--- config.mk ---
export PLATFORM = sky130hd
export DESIGN_NAME = munoc_mni_resp_axi_adapter_flat
export DESIGN_NICKNAME = d
export VERILOG_FILES = /design/src/rtl/munoc_mni_resp_axi_adapter_if.sv /design/src/rtl/munoc_mni_resp_axi_adapter.sv /design/src/flat_wrapper.sv
export SDC_FILE = /design/constraint.sdc
export NUM_CORES = 1
export LEC_CHECK = 0
export CORE_ASPECT_RATIO = 0.7
export CORE_MARGIN = 2
export CORE_UTILIZATION = 52
export CTS_CLUSTER_SIZE = 14
export DETAILED_ROUTE_END_ITERATION = 10
export GPL_ROUTABILITY_DRIVEN = 0
export PLACE_DENSITY = 0.83
export SYNTH_ARGS = -nofsm -noshare
export SYNTH_HDL_FRONTEND = slang
export SYNTH_SLANG_ARGS = --single-unit
--- constraint.sdc ---
create_clock -name clk -period 3.1 [get_ports clk]
set_input_delay 0.62 -clock clk [delete_from_list [all_inputs] [get_ports clk]]
set_output_delay 0.62 -clock clk [all_outputs]
set_load 0.03 [all_outputs]
--- src/rtl/munoc_mni_resp_axi_adapter_if.sv ---
// rtl/munoc_mni_resp_axi_adapter_if.sv - bus bundle for the MNI response-to-AXI adapter
// Purpose: groups the AR bookkeeping, decoded B/R input streams and AXI B/R output channels.
// Modports:
//   slave  - adapter side: consumes ar_*/dec_*/xready, drives ar_allow, dec_xready, AXI B/R.
//   master - environment side: the mirror image.
interface munoc_mni_resp_axi_adapter_if #(
  parameter int BW_ID   = 4,
  parameter int BW_DATA = 32,
  parameter int BW_LEN  = 8
);
  logic               ar_fire;
  logic [BW_LEN-1:0]  ar_len;
  logic               ar_allow;

  logic               dec_bvalid;
  logic               dec_bready;
  logic [BW_ID-1:0]   dec_bid;
  logic [1:0]         dec_bresp;

  logic               dec_rvalid;
  logic               dec_rready;
  logic [BW_ID-1:0]   dec_rid;
  logic [1:0]         dec_rresp;
  logic [BW_DATA-1:0] dec_rdata;

  logic               bvalid;
  logic               bready;
  logic [BW_ID-1:0]   bid;
  logic [1:0]         bresp;

  logic               rvalid;
  logic               rready;
  logic [BW_ID-1:0]   rid;
  logic [1:0]         rresp;
  logic [BW_DATA-1:0] rdata;
  logic               rlast;

  modport slave (
    input  ar_fire, ar_len,
    input  dec_bvalid, dec_bid, dec_bresp,
    input  dec_rvalid, dec_rid, dec_rresp, dec_rdata,
    input  bready, rready,
    output ar_allow, dec_bready, dec_rready,
    output bvalid, bid, bresp,
    output rvalid, rid, rresp, rdata, rlast
  );

  modport master (
    output ar_fire, ar_len,
    output dec_bvalid, dec_bid, dec_bresp,
    output dec_rvalid, dec_rid, dec_rresp, dec_rdata,
    output bready, rready,
    input  ar_allow, dec_bready, dec_rready,
    input  bvalid, bid, bresp,
    input  rvalid, rid, rresp, rdata, rlast
  );
endinterface

--- src/rtl/munoc_mni_resp_axi_adapter.sv ---
// rtl/munoc_mni_resp_axi_adapter.sv - decoded NoC B/R responses to AXI B/R with RLAST generation
// Purpose: 2-entry skid slice per channel, AR burst-length FIFO, per-burst beat counter for RLAST.
// Ports:
//   clk, rst        - clock, synchronous active-high reset
//   bus (slave)     - ar_fire/ar_len/ar_allow, dec_b*/dec_r* inputs, AXI B and R channels
//   proto_err_o     - sticky: R beat accepted while the length FIFO was empty
//   err_clr_i, err_cnt_o - only with MUNOC_RESP_ADAPTER_ERRCNT_EN: error-response counter
module munoc_mni_resp_axi_adapter #(
  parameter int BW_ID     = 4,
  parameter int BW_DATA   = 32,
  parameter int BW_LEN    = 8,
  parameter int LEN_DEPTH = 4
) (
  input  logic clk,
  input  logic rst,
  munoc_mni_resp_axi_adapter_if.slave bus,
  output logic proto_err_o
`ifdef MUNOC_RESP_ADAPTER_ERRCNT_EN
  ,
  input  logic        err_clr_i,
  output logic [15:0] err_cnt_o
`endif
);
  localparam int PW    = (LEN_DEPTH > 1) ? $clog2(LEN_DEPTH) : 1;
  localparam int BW_BE = BW_ID + 2;
  localparam int BW_RE = BW_ID + 2 + BW_DATA + 1;
  localparam logic [PW:0] LEN_CNT_FULL = (PW+1)'(LEN_DEPTH);

  // ---------------- B skid slice ----------------
  logic [BW_BE-1:0] b_mem_q [2];
  logic             b_wp_q, b_rp_q;
  logic [1:0]       b_cnt_q, b_cnt_d;
  logic             b_acc, b_drn;
  logic [BW_BE-1:0] b_head;

  always_comb begin
    b_acc   = bus.dec_bvalid && (b_cnt_q != 2'd2);
    b_drn   = (b_cnt_q != 2'd0) && bus.bready;
    b_cnt_d = b_cnt_q + 2'(b_acc) - 2'(b_drn);
  end

  always_ff @(posedge clk) begin
    if (b_acc) b_mem_q[b_wp_q] <= {bus.dec_bid, bus.dec_bresp};
  end

  always_ff @(posedge clk) begin
    if (rst) begin
      b_wp_q  <= 1'b0;
      b_rp_q  <= 1'b0;
      b_cnt_q <= 2'd0;
    end else begin
      if (b_acc) b_wp_q <= ~b_wp_q;
      if (b_drn) b_rp_q <= ~b_rp_q;
      b_cnt_q <= b_cnt_d;
    end
  end

  // Ready depends only on registered occupancy, never on bready.
  assign bus.dec_bready = (b_cnt_q != 2'd2);
  assign bus.bvalid     = (b_cnt_q != 2'd0);
  assign b_head         = b_mem_q[b_rp_q];
  assign bus.bid        = b_head[BW_BE-1:2];
  assign bus.bresp      = b_head[1:0];

  // ---------------- R skid slice ----------------
  logic [BW_RE-1:0] r_mem_q [2];
  logic             r_wp_q, r_rp_q;
  logic [1:0]       r_cnt_q, r_cnt_d;
  logic             r_acc, r_drn;
  logic [BW_RE-1:0] r_head;

  // ---------------- Length FIFO / beat counter ----------------
  logic [BW_LEN-1:0] len_mem_q [LEN_DEPTH];
  logic [PW-1:0]     len_wp_q, len_rp_q;
  logic [PW:0]       len_cnt_q, len_cnt_d;
  logic              len_full, len_empty, len_push, len_pop, r_last;
  logic [BW_LEN-1:0] beat_cnt_q, beat_cnt_d;
  logic              proto_err_q, proto_err_d;

  always_comb begin
    r_acc      = bus.dec_rvalid && (r_cnt_q != 2'd2);
    r_drn      = (r_cnt_q != 2'd0) && bus.rready;
    r_cnt_d    = r_cnt_q + 2'(r_acc) - 2'(r_drn);

    len_full   = (len_cnt_q == LEN_CNT_FULL);
    len_empty  = (len_cnt_q == '0);
    // With no outstanding AR the beat is closed off on its own and flagged.
    r_last     = len_empty || (beat_cnt_q == len_mem_q[len_rp_q]);
    len_pop    = r_acc && r_last && !len_empty;
    // A push into a full FIFO is only taken when a pop frees the slot in the same cycle.
    len_push   = bus.ar_fire && (!len_full || len_pop);
    len_cnt_d  = len_cnt_q + (PW+1)'(len_push) - (PW+1)'(len_pop);

    beat_cnt_d = beat_cnt_q;
    if (r_acc) beat_cnt_d = r_last ? '0 : beat_cnt_q + BW_LEN'(1);

    proto_err_d = proto_err_q || (r_acc && len_empty);
  end

  always_ff @(posedge clk) begin
    if (r_acc) r_mem_q[r_wp_q] <= {bus.dec_rid, bus.dec_rresp, bus.dec_rdata, r_last};
    if (len_push) len_mem_q[len_wp_q] <= bus.ar_len;
  end

  always_ff @(posedge clk) begin
    if (rst) begin
      r_wp_q      <= 1'b0;
      r_rp_q      <= 1'b0;
      r_cnt_q     <= 2'd0;
      len_wp_q    <= '0;
      len_rp_q    <= '0;
      len_cnt_q   <= '0;
      beat_cnt_q  <= '0;
      proto_err_q <= 1'b0;
    end else begin
      if (r_acc) r_wp_q <= ~r_wp_q;
      if (r_drn) r_rp_q <= ~r_rp_q;
      r_cnt_q <= r_cnt_d;
      // LEN_DEPTH is a power of 2, so pointers wrap naturally.
      if (len_push) len_wp_q <= len_wp_q + PW'(1);
      if (len_pop)  len_rp_q <= len_rp_q + PW'(1);
      len_cnt_q   <= len_cnt_d;
      beat_cnt_q  <= beat_cnt_d;
      proto_err_q <= proto_err_d;
    end
  end

  assign bus.dec_rready = (r_cnt_q != 2'd2);
  assign bus.rvalid     = (r_cnt_q != 2'd0);
  assign r_head         = r_mem_q[r_rp_q];
  assign bus.rid        = r_head[BW_RE-1 -: BW_ID];
  assign bus.rresp      = r_head[BW_DATA+2 -: 2];
  assign bus.rdata      = r_head[BW_DATA:1];
  assign bus.rlast      = r_head[0];
  assign bus.ar_allow   = !len_full;
  assign proto_err_o    = proto_err_q;

`ifdef MUNOC_RESP_ADAPTER_ERRCNT_EN
  logic [15:0] err_cnt_q, err_cnt_d;
  logic [1:0]  err_inc;
  logic [16:0] err_sum;

  always_comb begin
    err_inc = 2'(bus.bvalid && bus.bready && b_head[1])
            + 2'(bus.rvalid && bus.rready && r_head[BW_DATA+2]);
    err_sum = {1'b0, err_cnt_q} + 17'(err_inc);
    if (err_clr_i)       err_cnt_d = '0;
    else if (err_sum[16]) err_cnt_d = 16'hFFFF;
    else                  err_cnt_d = err_sum[15:0];
  end

  always_ff @(posedge clk) begin
    if (rst) err_cnt_q <= '0;
    else     err_cnt_q <= err_cnt_d;
  end

  assign err_cnt_o = err_cnt_q;
`endif
endmodule

--- src/flat_wrapper.sv ---
// flat-port wrapper written by rule: the top's interface ports become plain ports
module munoc_mni_resp_axi_adapter_flat 
#(
  parameter int BW_ID     = 4,
  parameter int BW_DATA   = 32,
  parameter int BW_LEN    = 8,
  parameter int LEN_DEPTH = 4
)
  (clk, rst, proto_err_o, bus_ar_fire, bus_ar_len, bus_dec_bvalid, bus_dec_bid, bus_dec_bresp, bus_dec_rvalid, bus_dec_rid, bus_dec_rresp, bus_dec_rdata, bus_bready, bus_rready, bus_ar_allow, bus_dec_bready, bus_dec_rready, bus_bvalid, bus_bid, bus_bresp, bus_rvalid, bus_rid, bus_rresp, bus_rdata, bus_rlast);
  munoc_mni_resp_axi_adapter_if #(.BW_ID(BW_ID), .BW_DATA(BW_DATA), .BW_LEN(BW_LEN)) bus_i ();
  input  logic clk;
  input  logic rst;
  output logic proto_err_o;
  input wire logic [$bits(bus_i.ar_fire)-1:0] bus_ar_fire;
  input wire logic [$bits(bus_i.ar_len)-1:0] bus_ar_len;
  input wire logic [$bits(bus_i.dec_bvalid)-1:0] bus_dec_bvalid;
  input wire logic [$bits(bus_i.dec_bid)-1:0] bus_dec_bid;
  input wire logic [$bits(bus_i.dec_bresp)-1:0] bus_dec_bresp;
  input wire logic [$bits(bus_i.dec_rvalid)-1:0] bus_dec_rvalid;
  input wire logic [$bits(bus_i.dec_rid)-1:0] bus_dec_rid;
  input wire logic [$bits(bus_i.dec_rresp)-1:0] bus_dec_rresp;
  input wire logic [$bits(bus_i.dec_rdata)-1:0] bus_dec_rdata;
  input wire logic [$bits(bus_i.bready)-1:0] bus_bready;
  input wire logic [$bits(bus_i.rready)-1:0] bus_rready;
  output wire logic [$bits(bus_i.ar_allow)-1:0] bus_ar_allow;
  output wire logic [$bits(bus_i.dec_bready)-1:0] bus_dec_bready;
  output wire logic [$bits(bus_i.dec_rready)-1:0] bus_dec_rready;
  output wire logic [$bits(bus_i.bvalid)-1:0] bus_bvalid;
  output wire logic [$bits(bus_i.bid)-1:0] bus_bid;
  output wire logic [$bits(bus_i.bresp)-1:0] bus_bresp;
  output wire logic [$bits(bus_i.rvalid)-1:0] bus_rvalid;
  output wire logic [$bits(bus_i.rid)-1:0] bus_rid;
  output wire logic [$bits(bus_i.rresp)-1:0] bus_rresp;
  output wire logic [$bits(bus_i.rdata)-1:0] bus_rdata;
  output wire logic [$bits(bus_i.rlast)-1:0] bus_rlast;
  assign bus_i.ar_fire = bus_ar_fire;
  assign bus_i.ar_len = bus_ar_len;
  assign bus_i.dec_bvalid = bus_dec_bvalid;
  assign bus_i.dec_bid = bus_dec_bid;
  assign bus_i.dec_bresp = bus_dec_bresp;
  assign bus_i.dec_rvalid = bus_dec_rvalid;
  assign bus_i.dec_rid = bus_dec_rid;
  assign bus_i.dec_rresp = bus_dec_rresp;
  assign bus_i.dec_rdata = bus_dec_rdata;
  assign bus_i.bready = bus_bready;
  assign bus_i.rready = bus_rready;
  assign bus_ar_allow = bus_i.ar_allow;
  assign bus_dec_bready = bus_i.dec_bready;
  assign bus_dec_rready = bus_i.dec_rready;
  assign bus_bvalid = bus_i.bvalid;
  assign bus_bid = bus_i.bid;
  assign bus_bresp = bus_i.bresp;
  assign bus_rvalid = bus_i.rvalid;
  assign bus_rid = bus_i.rid;
  assign bus_rresp = bus_i.rresp;
  assign bus_rdata = bus_i.rdata;
  assign bus_rlast = bus_i.rlast;
  munoc_mni_resp_axi_adapter #(.BW_ID(BW_ID), .BW_DATA(BW_DATA), .BW_LEN(BW_LEN), .LEN_DEPTH(LEN_DEPTH)) u_core (.clk(clk), .rst(rst), .bus(bus_i), .proto_err_o(proto_err_o));
endmodule
After elaboration in Yosys (flattened, before gate mapping)
Memory sizes are Yosys's and may differ from the RTL's. A register that Yosys moved wholly into a read port is not among the register bits.
Cells that the tools add are included.
{"block": "op_classes", "reduce_logical": 16, "addsub": 9, "bitwise": 4, "eq_ne": 4, "muxes": 13}
{"op": "$mux 1", "count": 10}
{"op": "$add 8x1->8 const B", "count": 1}
{"op": "$eq 8x8->1", "count": 1}
{"op": "$logic_and 1x1->1", "count": 8}
{"op": "$mux 8", "count": 1}
{"op": "$add 2x1->2", "count": 2}
{"op": "$add 2x1->2 const B", "count": 2}
{"op": "$mux 2", "count": 2}
{"op": "$ne 2x2->1 const B", "count": 2}
{"op": "$not 1->1", "count": 4}
{"op": "$reduce_bool 2->1", "count": 2}
{"op": "$sub 2x1->2", "count": 2}
{"op": "$add 3x1->3", "count": 1}
{"op": "$eq 3x3->1 const B", "count": 1}
{"op": "$logic_not 3->1", "count": 1}
{"op": "$logic_or 1x1->1", "count": 3}
{"op": "$sub 3x1->3", "count": 1}
{"op": "$logic_not 1->1", "count": 2}
{"block": "word_totals", "out_inout_bits": 51, "inputBits": 59, "n_memories": 3, "mem_bits_rw": 122, "elab_cells": 60, "ff_bits": 24}
{"memory": "u_core.r_mem_q", "depth": 2, "word_bits": 39, "rd": 1, "rd_clocked_by_memory_dff": 1, "write_ports": 1, "line_no": "munoc_mni_resp_axi_adapter.sv:66", "source": "logic [BW_RE-1:0] r_mem_q [2];"}
{"memory": "u_core.len_mem_q", "depth": 4, "word_bits": 8, "rd": 1, "rd_clocked_by_memory_dff": 1, "write_ports": 1, "line_no": "munoc_mni_resp_axi_adapter.sv:73", "source": "logic [BW_LEN-1:0] len_mem_q [LEN_DEPTH];"}
{"memory": "u_core.b_mem_q", "depth": 2, "word_bits": 6, "rd": 1, "rd_clocked_by_memory_dff": 1, "write_ports": 1, "line_no": "munoc_mni_resp_axi_adapter.sv:30", "source": "logic [BW_BE-1:0] b_mem_q [2];"}

Logic depth before layout (Yosys ltp)
Gate-level depths: netlist (run 1).
{"block": "depth", "ltp_word": 8, "depth_mapped": 11, "mapped_depth_nobuf": 10}

Worst setup path after synthesis (run 1)
No wires, ideal clock.
{"block": "synth_path", "kind": "reg2reg", "start": "register u_core.r_cnt_q[0]", "end": "memory u_core.r_mem_q[0][0] (netlist name), enable pin", "synth_period_minus_slack_ns": 3.026, "stages_incl_launch_ff": 4, "required_ns": 2.665, "slack_ns": 0.074, "n_path_buf": 0, "arrival_time_ns": 2.591, "cell_sequence": "dfxtp_1 > nand2b_1 > nand2_1 > nor2_1"}
{"block": "synth_via", "elab_chain_len": 4}
{"item": "start: declaration", "line_no": "munoc_mni_resp_axi_adapter.sv:68", "source": "logic [1:0] r_cnt_q, r_cnt_d;"}
{"item": "start signal: assignment", "line_no": "munoc_mni_resp_axi_adapter.sv:118", "source": "r_cnt_q <= r_cnt_d;"}
{"item": "$ne 2x2->1"}
{"item": "via bus_dec_rready", "line_no": "flat_wrapper.sv:27", "source": "output wire logic [$bits(bus_i.dec_rready)-1:0] bus_dec_rready;"}
{"item": "$logic_and 1x1->1", "line_no": "munoc_mni_resp_axi_adapter.sv:81", "source": "r_acc = bus.dec_rvalid && (r_cnt_q != 2'd2);"}
{"item": "$mux 1", "line_no": "munoc_mni_resp_axi_adapter.sv:101", "source": "if (r_acc) r_mem_q[r_wp_q] <= {bus.dec_rid, bus.dec_rresp, bus.dec_rdata, r_last};"}
{"item": "$mux 1 (not written as such)", "line_no": "munoc_mni_resp_axi_adapter.sv:101"}
{"item": "end: declaration", "line_no": "munoc_mni_resp_axi_adapter.sv:66"}
The timed path passes the listed nets, and every way through them passes these cells.

==> summary.log, run 1 <==
INFO  sta            setup_viol=0
INFO  clock_tree     clock_sinks=150
INFO  finish         ant_diodes=0
INFO  clock_tree     clkLatencyLatePin=0.41ns
INFO  sta            slew_headroom=61.98%
INFO  flow_run       max_cap_viol_count=0
INFO  sta            endpoints_failing_hold=0
INFO  finish         final_core_utilization=71.65%
INFO  clock_tree     clk_pin_slew=0.06ns
INFO  global_route   global_route.usage.total=20.67%
INFO  routing        num_vias=3543
INFO  floorplanning  placement_rows=32
INFO  critical_path  r2r-end=u_core.len_cnt_q[2]$_SDFF_PP0_
INFO  critical_path  cp.depth=3
INFO  synth          postSynthAreaPerCell=16.88squm
INFO  synth          synthesis.instances=358
INFO  synth          synth_largest_type_area_fraction=60.62%
INFO  routing        drcViolationCount=0
INFO  synth          yosys.area.top_type=edfxtp_1
INFO  global_route   first_global_vias=3558
INFO  critical_path  reg2reg_setup_slack=0.19ns
INFO  critical_path  critPathCapture=bus_rresp[1]
INFO  critical_path  cpLargestDelayFamily=buffers and inverters
INFO  synth          ys_dominant_reg_cell=edfxtp_1
INFO  routing        detailedRoute.firstPassIterationCount=5
INFO  floorplanning  floorplan.io_pins=110
INFO  power          ir_drop=0.4964mV
INFO  synth          synth-warning-count=0
INFO  floorplanning  effective_utilization_at_floorplan=54.10%
INFO  status         status=finished clean
INFO  sta            final_min_period_over_clock_period=94.10%
INFO  global_route   globalRoute.totalOverflow=0
INFO  synth          synthTopCellsByCount=122 x edfxtp_1, 45 x mux2_2, 28 x dfxtp_1
INFO  synth          library_cells_used_by_synthesis=43
INFO  critical_path  critPathArrivalTime=2.30ns
INFO  clock_tree     resized_after_cts=0
INFO  finish         area_delta_synth_final=32.44%
INFO  finish         final_layout_size_suffix_gt1_share=22.91%
INFO  routing        antenna_left=0
INFO  critical_path  crit_buf_inv=2
INFO  worst_hold_path hold_class=reg2reg
INFO  sta            rsz_0062_raised_after_global_routing=false
INFO  power          leakagePower=0.002837uW
INFO  synth          postSynthNetCount=428
INFO  synth          synth_seq_cells=150
INFO  sta            worst_max_slew_pin_slew=0.5659ns
INFO  synth          synthMostInstantiatedCell=edfxtp_1
INFO  finish         num-fill-cells=690
INFO  place          portBuffers=109
INFO  routing        drt-vias-per-instance=5.409
INFO  critical_path  timing.critical_path.required=2.48ns
INFO  critical_path  critPathMaxFanout=16
INFO  floorplanning  die_area=0.01251sqmm
INFO  synth          async_reset_ff_share=0%
INFO  clock_tree     tritoncts_clock_tree=done
INFO  critical_path  timing.critical_path.slowest_cell_delay=0.62ns
INFO  routing        avgRoutedWirePerCell=18.71um
INFO  routing        drt_first_iter_violations=227
INFO  clock_tree     cts.root.buffer_cell=clkbuf_16
INFO  critical_path  worst_r2r_path_depth=11
INFO  floorplanning  die_width=132.9um
INFO  synth          synth_seq_area_share=69.90%
INFO  critical_path  worstSetupStartpointType=register
INFO  place          dp_hpwl=8354um
INFO  synth          synth_edf_count=122
INFO  clock_tree     tritoncts_buffer_count=17
INFO  power          pwr_density_cell=861.7mW/mm^2
INFO  critical_path  critical_path.slowest_cell=clkdlybuf4s50_1
INFO  finish         nNetsFinal=559
INFO  clock_tree     cts-hold-fix-buffers=0
INFO  sta            setup_tns=0ns
INFO  synth          netlist_area=0.006043sqmm
INFO  critical_path  end_kind=primary output
INFO  floorplanning  die_h=94.20um
INFO  synth          synth.top_cells.by_area=edfxtp_1 61%, dfxtp_1 9.3%, mux2_2 8.4%, mux4_2 3.0%, xnor2_2 2.2%
INFO  clock_tree     number_of_levels_in_the_clock_h_tree=4
INFO  sta            worst_clock_skew=0.007501ns
INFO  global_route   pin_count_of_the_biggest_net_entering_global_routing=40
INFO  sta            timing_max_transition_violations_final=0
INFO  sta            final_period_minus_worst_setup_slack=2.917ns
INFO  clock_tree     postCtsSetupBuffers=0
INFO  global_route   grt_antenna_before_repair=0
INFO  floorplanning  placeableCoreArea=0.01117sqmm
INFO  global_route   grt_pass1_wl=19040um
INFO  critical_path  timing_worst_setup_path_type=reg2out
INFO  clock_tree     clk_path_buf_depth=2
INFO  sta            timing.fmax=342.8MHz
INFO  routing        route.final.wire_length=12260um
INFO  critical_path  timing.critical_path.cells=buf_4 -> mux2_2 -> clkdlybuf4s50_1
## registers in the layout, summed over array words and instances (netlist names), named ones only
signal and count:
u_core.b_cnt_q 2, u_core.b_mem_q 12, u_core.b_rp_q 1, u_core.b_wp_q 1, u_core.beat_cnt_q 8, u_core.len_cnt_q 3
u_core.len_mem_q 32, u_core.len_rp_q 2, u_core.len_wp_q 2, u_core.proto_err_o 1, u_core.r_cnt_q 2, u_core.r_mem_q 78
u_core.r_rp_q 1, u_core.r_wp_q 1
## cell usage in the layout (no fill, tap or decap), types with 5 or more instances in the layout
cell and instances:
ha_1 10, nor2b_1 5, buf_4 12, clkdlybuf4s50_1 109, nand3_1 9, dfxtp_1 27
xor2_1 5, mux4_2 8, clkbuf_16 20, and3_1 5, nor2_1 17, xnor2_2 8
nand2_1 10, edfxtp_1 122, nor4b_1 6, inv_1 10, xnor2_1 7, mux2_2 45
## worst min path at each step
stage                                   from                            end  slack, ns  depth (start not counted)
2_1_floorplan     u_core.r_rp_q$_SDFFE_PP0P_                       register       0.48                          2
3_3_place_gp   u_core.proto_err_o$_SDFF_PP0_  u_core.proto_err_o$_SDFF_PP0_       0.47                          2
3_5_place_dp   u_core.proto_err_o$_SDFF_PP0_  u_core.proto_err_o$_SDFF_PP0_       0.49                          2
4_1_cts        u_core.proto_err_o$_SDFF_PP0_  u_core.proto_err_o$_SDFF_PP0_       0.50                          2
5_1_grt        u_core.proto_err_o$_SDFF_PP0_  u_core.proto_err_o$_SDFF_PP0_       0.51                          2
6_report       u_core.proto_err_o$_SDFF_PP0_  u_core.proto_err_o$_SDFF_PP0_       0.49                          2
## kinds of logic after synthesis
| kind of cell | count (synthesis) | synth area share (%) |
|---|---|---|
| AO/OA/AOI/OAI | 18 | 2.008 |
| adder cells (fa/ha/maj) | 11 | 2.402 |
| multiplexers | 57 | 12.11 |
| XOR/XNOR | 20 | 3.892 |
| buffers and inverters | 21 | 1.429 |
| flip-flops | 150 | 69.90 |
| AND/OR/NAND/NOR | 81 | 8.261 |
## where the power goes
part / internal [uW] / total [uW] / switching [uW]
sequential: 2560 / 2720 / 165
combinational: 964 / 2160 / 1200
clock: 1200 / 2010 / 810
total: 4720 / 6900 / 2170
## through the flow
stage                     area, sq um  power (uW)  hold slack (ns)  worst slack (ns)  instances
after floorplan                  6043        4066           0.4812           0.07388        358
after global placement           7401        4842           0.4683            0.2840        623
after detailed placement         7401        4908           0.4884            0.1901        623
after CTS                        7998        6956           0.5018            0.1399        655
after global routing             8004        7186           0.5143           0.01515        655
final                            8004        6897           0.4923            0.1830        655
## layer usage
layer / wire [um] / GRT usage (%)
met1: 5319 / 26.83
met2: 5950 / 33.46
met3: 797 / 5.933
met4: 191 / 7.796
met5: 0 / 0
## final cells by class
class	instances	area, sq um	share of cell area, %
Tap cell	153	191.4	2.392
Clock buffer	22	518.0	6.472
Multi-Input combinational cell	187	1748	21.84
Sequential cell	150	4225	52.79
Inverter	11	41.29	0.5159
Clock inverter	10	78.83	0.9848
Timing Repair Buffer	122	1201	15.01
## worst reg2reg max path, stage by stage, from the launching register on
cell	delay, ns
dfxtp_1	0.30
buf_4	0.19
mux4_2	0.55
xnor2_2	0.24
and4_1	0.34
nand4_1	0.12
o21a_1	0.12
ha_1	0.19
fa_1	0.37
xnor2_1	0.17
xnor2_1	0.14
nor2_1	0.05
No activity file was read; power rests on OpenSTA's default activity.
==> run 2: changes to the inputs <==
Settings changed: SETUP_SLACK_MARGIN set to 0.5.
==> run 2 against run 1 <==
Clock skew rose by 0.0033 ns. Critical path depth increased by 8. Combinational power rose by 5%. Die area unchanged. Largest power group unchanged. Non-clock buffer count grew 7. Count of clock-buffer cells in the layout down 2. Flip-flop and latch count is the same. Global-route usage grew 0.14 points. Sequential power hardly changed.
==> summary.log, run 2 (synthesis gave the netlist of run 1 again) <==
INFO  status         status=finished clean
INFO  routing        drt_first_iter_violations=200 [-12%]
INFO  worst_hold_path hold_class=reg2reg
INFO  critical_path  critPathMaxFanout=8 [-8]
INFO  routing        antenna_left=0 [unchanged]
INFO  power          leakagePower=0.002989uW [+5.4%]
INFO  global_route   global_route.usage.total=20.81% [+0.14 points]
INFO  power          ir_drop=0.5337mV [+7.5%]
INFO  routing        drcViolationCount=0 [unchanged]
INFO  power          pwr_density_cell=853.9mW/mm^2 [-0.90%]
INFO  floorplanning  die_h=94.20um [unchanged]
INFO  routing        dr_wl_met2=5689um [-4.4%]
INFO  sta            slew_headroom=62.08% [+0.10 points]
INFO  critical_path  cpLargestDelayFamily=multiplexers
INFO  clock_tree     tritoncts_buffer_count=17 [unchanged]
INFO  sta            setup_tns=0ns [unchanged]
INFO  global_route   pin_count_of_the_biggest_net_entering_global_routing=40 [unchanged]
INFO  power          combPwrFrac=32.3% [+1.0 points]
INFO  sta            endpoints_failing_hold=0 [unchanged]
INFO  floorplanning  floorplan.io_pins=110 [unchanged]
INFO  sta            final.setup.worst_slack=0.3725ns [+0.1894 ns]
INFO  power          power.switching=2196uW [+1.1%]
INFO  clock_tree     clk_pin_slew=0.06ns [about the same]
INFO  sta            timing.fmax=366.6MHz [+6.9%]
INFO  finish         commonest_non_fill_non_tap_cell_in_the_layout=edfxtp_1
INFO  finish         largest_register_ffs=78 [unchanged]
INFO  sta            worst_max_slew_pin_slew=0.5666ns [+0.0007398 ns]
INFO  finish         leading_cell_types_in_the_layout_fill_and_taps_excluded=122 x edfxtp_1, 94 x clkdlybuf4s50_1, 46 x mux2_2
INFO  clock_tree     clock_sinks=150 [unchanged]
INFO  sta            setup_viol=0 [unchanged]
INFO  routing        route.final.wire_length=12230um [-0.22%]
INFO  routing        met1Wirelength=5502um [+3.4%]
INFO  finish         biggestRegsByFlops=u_core.r_mem_q: 78 flops, u_core.len_mem_q: 32 flops, u_core.b_mem_q: 12 flops
INFO  floorplanning  effective_utilization_at_floorplan=54.10% [unchanged]
INFO  finish         final_cell_count_no_fill=662 [+1.1%]
INFO  critical_path  end_kind=register
INFO  critical_path  critical_path.slowest_cell=mux4_2
INFO  critical_path  worstSetupStartpointType=register
INFO  global_route   grt_antenna_before_repair=0 [unchanged]
INFO  sta            timing_max_transition_violations_final=0 [unchanged]
INFO  floorplanning  die_area=0.01251sqmm [unchanged]
INFO  clock_tree     clk_path_buf_depth=2 [unchanged]
INFO  floorplanning  die_width=132.9um [unchanged]
INFO  clock_tree     number_of_levels_in_the_clock_h_tree=4 [unchanged]
INFO  routing        drt-vias-per-instance=5.378 [-0.58%]
INFO  power          sw_frac_of_total=31.30% [-0.20 points]
INFO  routing        routed-wl-met3=850um [+6.6%]
INFO  routing        num_vias=3560 [+0.48%]
INFO  clock_tree     tritoncts_clock_tree=done
INFO  critical_path  timing.critical_path.slowest_cell_delay=0.57ns [-0.05 ns]
INFO  routing        avgRoutedWirePerCell=18.48um [-1.3%]
INFO  power          share_clk_of_total_power=29.2% [about the same]
INFO  critical_path  timing.critical_path.cells=buf_12 -> mux4_2 -> xnor2_4 -> and4_4 -> nand4_1 -> o21a_1 -> ha_2 -> fa_2 -> xnor2_2 -> xnor2_1 -> nor2_1
INFO  finish         area_delta_synth_final=36.00%
INFO  finish         num-fill-cells=621 [-10%]
INFO  sta            final_min_period_over_clock_period=87.98% [-6.1 points]
INFO  critical_path  timing_worst_setup_path_type=reg2reg
INFO  critical_path  critPathArrivalTime=3.04ns [+0.74 ns]
INFO  sta            worst_clock_skew=0.01078ns [+0.003278 ns]
INFO  flow_run       max_cap_viol_count=0 [unchanged]
INFO  finish         ant_diodes=0 [unchanged]
INFO  power          seqPwrFrac=38.5% [-1.0 points]
INFO  floorplanning  placeableCoreArea=0.01117sqmm [unchanged]
INFO  clock_tree     clkLatencyLatePin=0.42ns [about the same]
INFO  place          portBuffers=109 [unchanged]
INFO  finish         nNetsFinal=566 [+1.3%]
INFO  routing        detailedRoute.firstPassIterationCount=6 [+1]
INFO  global_route   grt_pass1_wl=19040um [about the same]
INFO  power          internal_power=4822uW [+2.1%]
INFO  critical_path  timing.critical_path.required=3.41ns [+0.93 ns]
INFO  clock_tree     cts.root.buffer_cell=clkbuf_16
INFO  floorplanning  placement_rows=32 [unchanged]
INFO  finish         final_layout_size_suffix_gt1_share=26.13% [+3.2 points]
INFO  critical_path  reg2reg_setup_slack=0.37ns [+0.18 ns]
INFO  critical_path  crit_buf_inv=1 [-1]
INFO  sta            rsz_0062_raised_after_global_routing=true
INFO  finish         regMostFlops=u_core.r_mem_q
INFO  sta            final_period_minus_worst_setup_slack=2.728ns [-0.1894 ns]
INFO  routing        routed.top_layer=met4
INFO  place          post-place-cells=621 [-0.32%]
INFO  global_route   globalRoute.totalOverflow=0 [unchanged]
INFO  place          dp_hpwl=8286um [-0.82%]
INFO  place          pre_cts_ws=0.2449ns [+0.05479 ns]
INFO  global_route   first_global_vias=3507 [-1.4%]
-- run 2: layout make-up --
type	count	area, sq um	share of cell area (%)
Clock inverter	12	141.4	1.720
Sequential cell	150	4229	51.45
Tap cell	153	191.4	2.329
Timing Repair Buffer	129	1314	15.98
Clock buffer	20	456.7	5.556
Multi-Input combinational cell	187	1846	22.45
Inverter	11	41.29	0.5024
-- run 2: stage by stage --
| step | hold WS, ns | util [%] | total power [uW] | cell area [sq um] |
|---|---|---|---|---|
| after floorplan | 0.4812 | - | 4096 | 6093 |
| after global placement | 0.4706 | 66.66 | 4875 | 7446 |
| after detailed placement | 0.4816 | 66.66 | 4945 | 7446 |
| after CTS | 0.4965 | 72.64 | 7040 | 8114 |
| after global routing | 0.5120 | 73.58 | 7313 | 8219 |
| final | 0.4884 | 73.58 | 7018 | 8219 |
-- run 2: repair_timing --
item	in CTS	in global routing
endpoints found under the setup margin	42	13
pin swaps	6	8
endpoints found under the hold margin	0	0
hold buffers	0	0
buffers inserted	4	5
resized for setup	12	16
-- run 2: worst min-delay path, cell delays in order (launching register included) --
cell     delay [ns]
dfxtp_1        0.33
a21oi_1        0.05
nor2_1         0.07
-- run 2: final timing paths --
check                                                   start                              to  depth (start not counted)
worst max register to register                       register  u_core.len_cnt_q[2]$_SDFF_PP0_                         11
worst min-delay path            u_core.proto_err_o$_SDFF_PP0_   u_core.proto_err_o$_SDFF_PP0_                          2
worst max-delay path                                 register  u_core.len_cnt_q[2]$_SDFF_PP0_                         11
worst min register to register  u_core.proto_err_o$_SDFF_PP0_   u_core.proto_err_o$_SDFF_PP0_                          2
-- run 2: power by group through the flow --
| stage | clock network [uW] | registers, uW | logic, uW |
|---|---|---|---|
| floorplan | 0 | 2690 | 1410 |
| finish | 2050 | 2700 | 2270 |
| global placement | 0 | 2750 | 2120 |
| detailed placement | 0 | 2770 | 2170 |
| CTS | 2090 | 2700 | 2250 |
| global route | 2160 | 2740 | 2420 |
-- run 2: routing by layer --
| layer | GRT usage [%] | vias to the layer above |
|---|---|---|
| met3 | 6.742 | 20 |
| met2 | 32.51 | 143 |
| met5 | 0 | - |
| met1 | 27.11 | 1742 |
| met4 | 8.692 | 0 |
| li1 | - | 1655 |
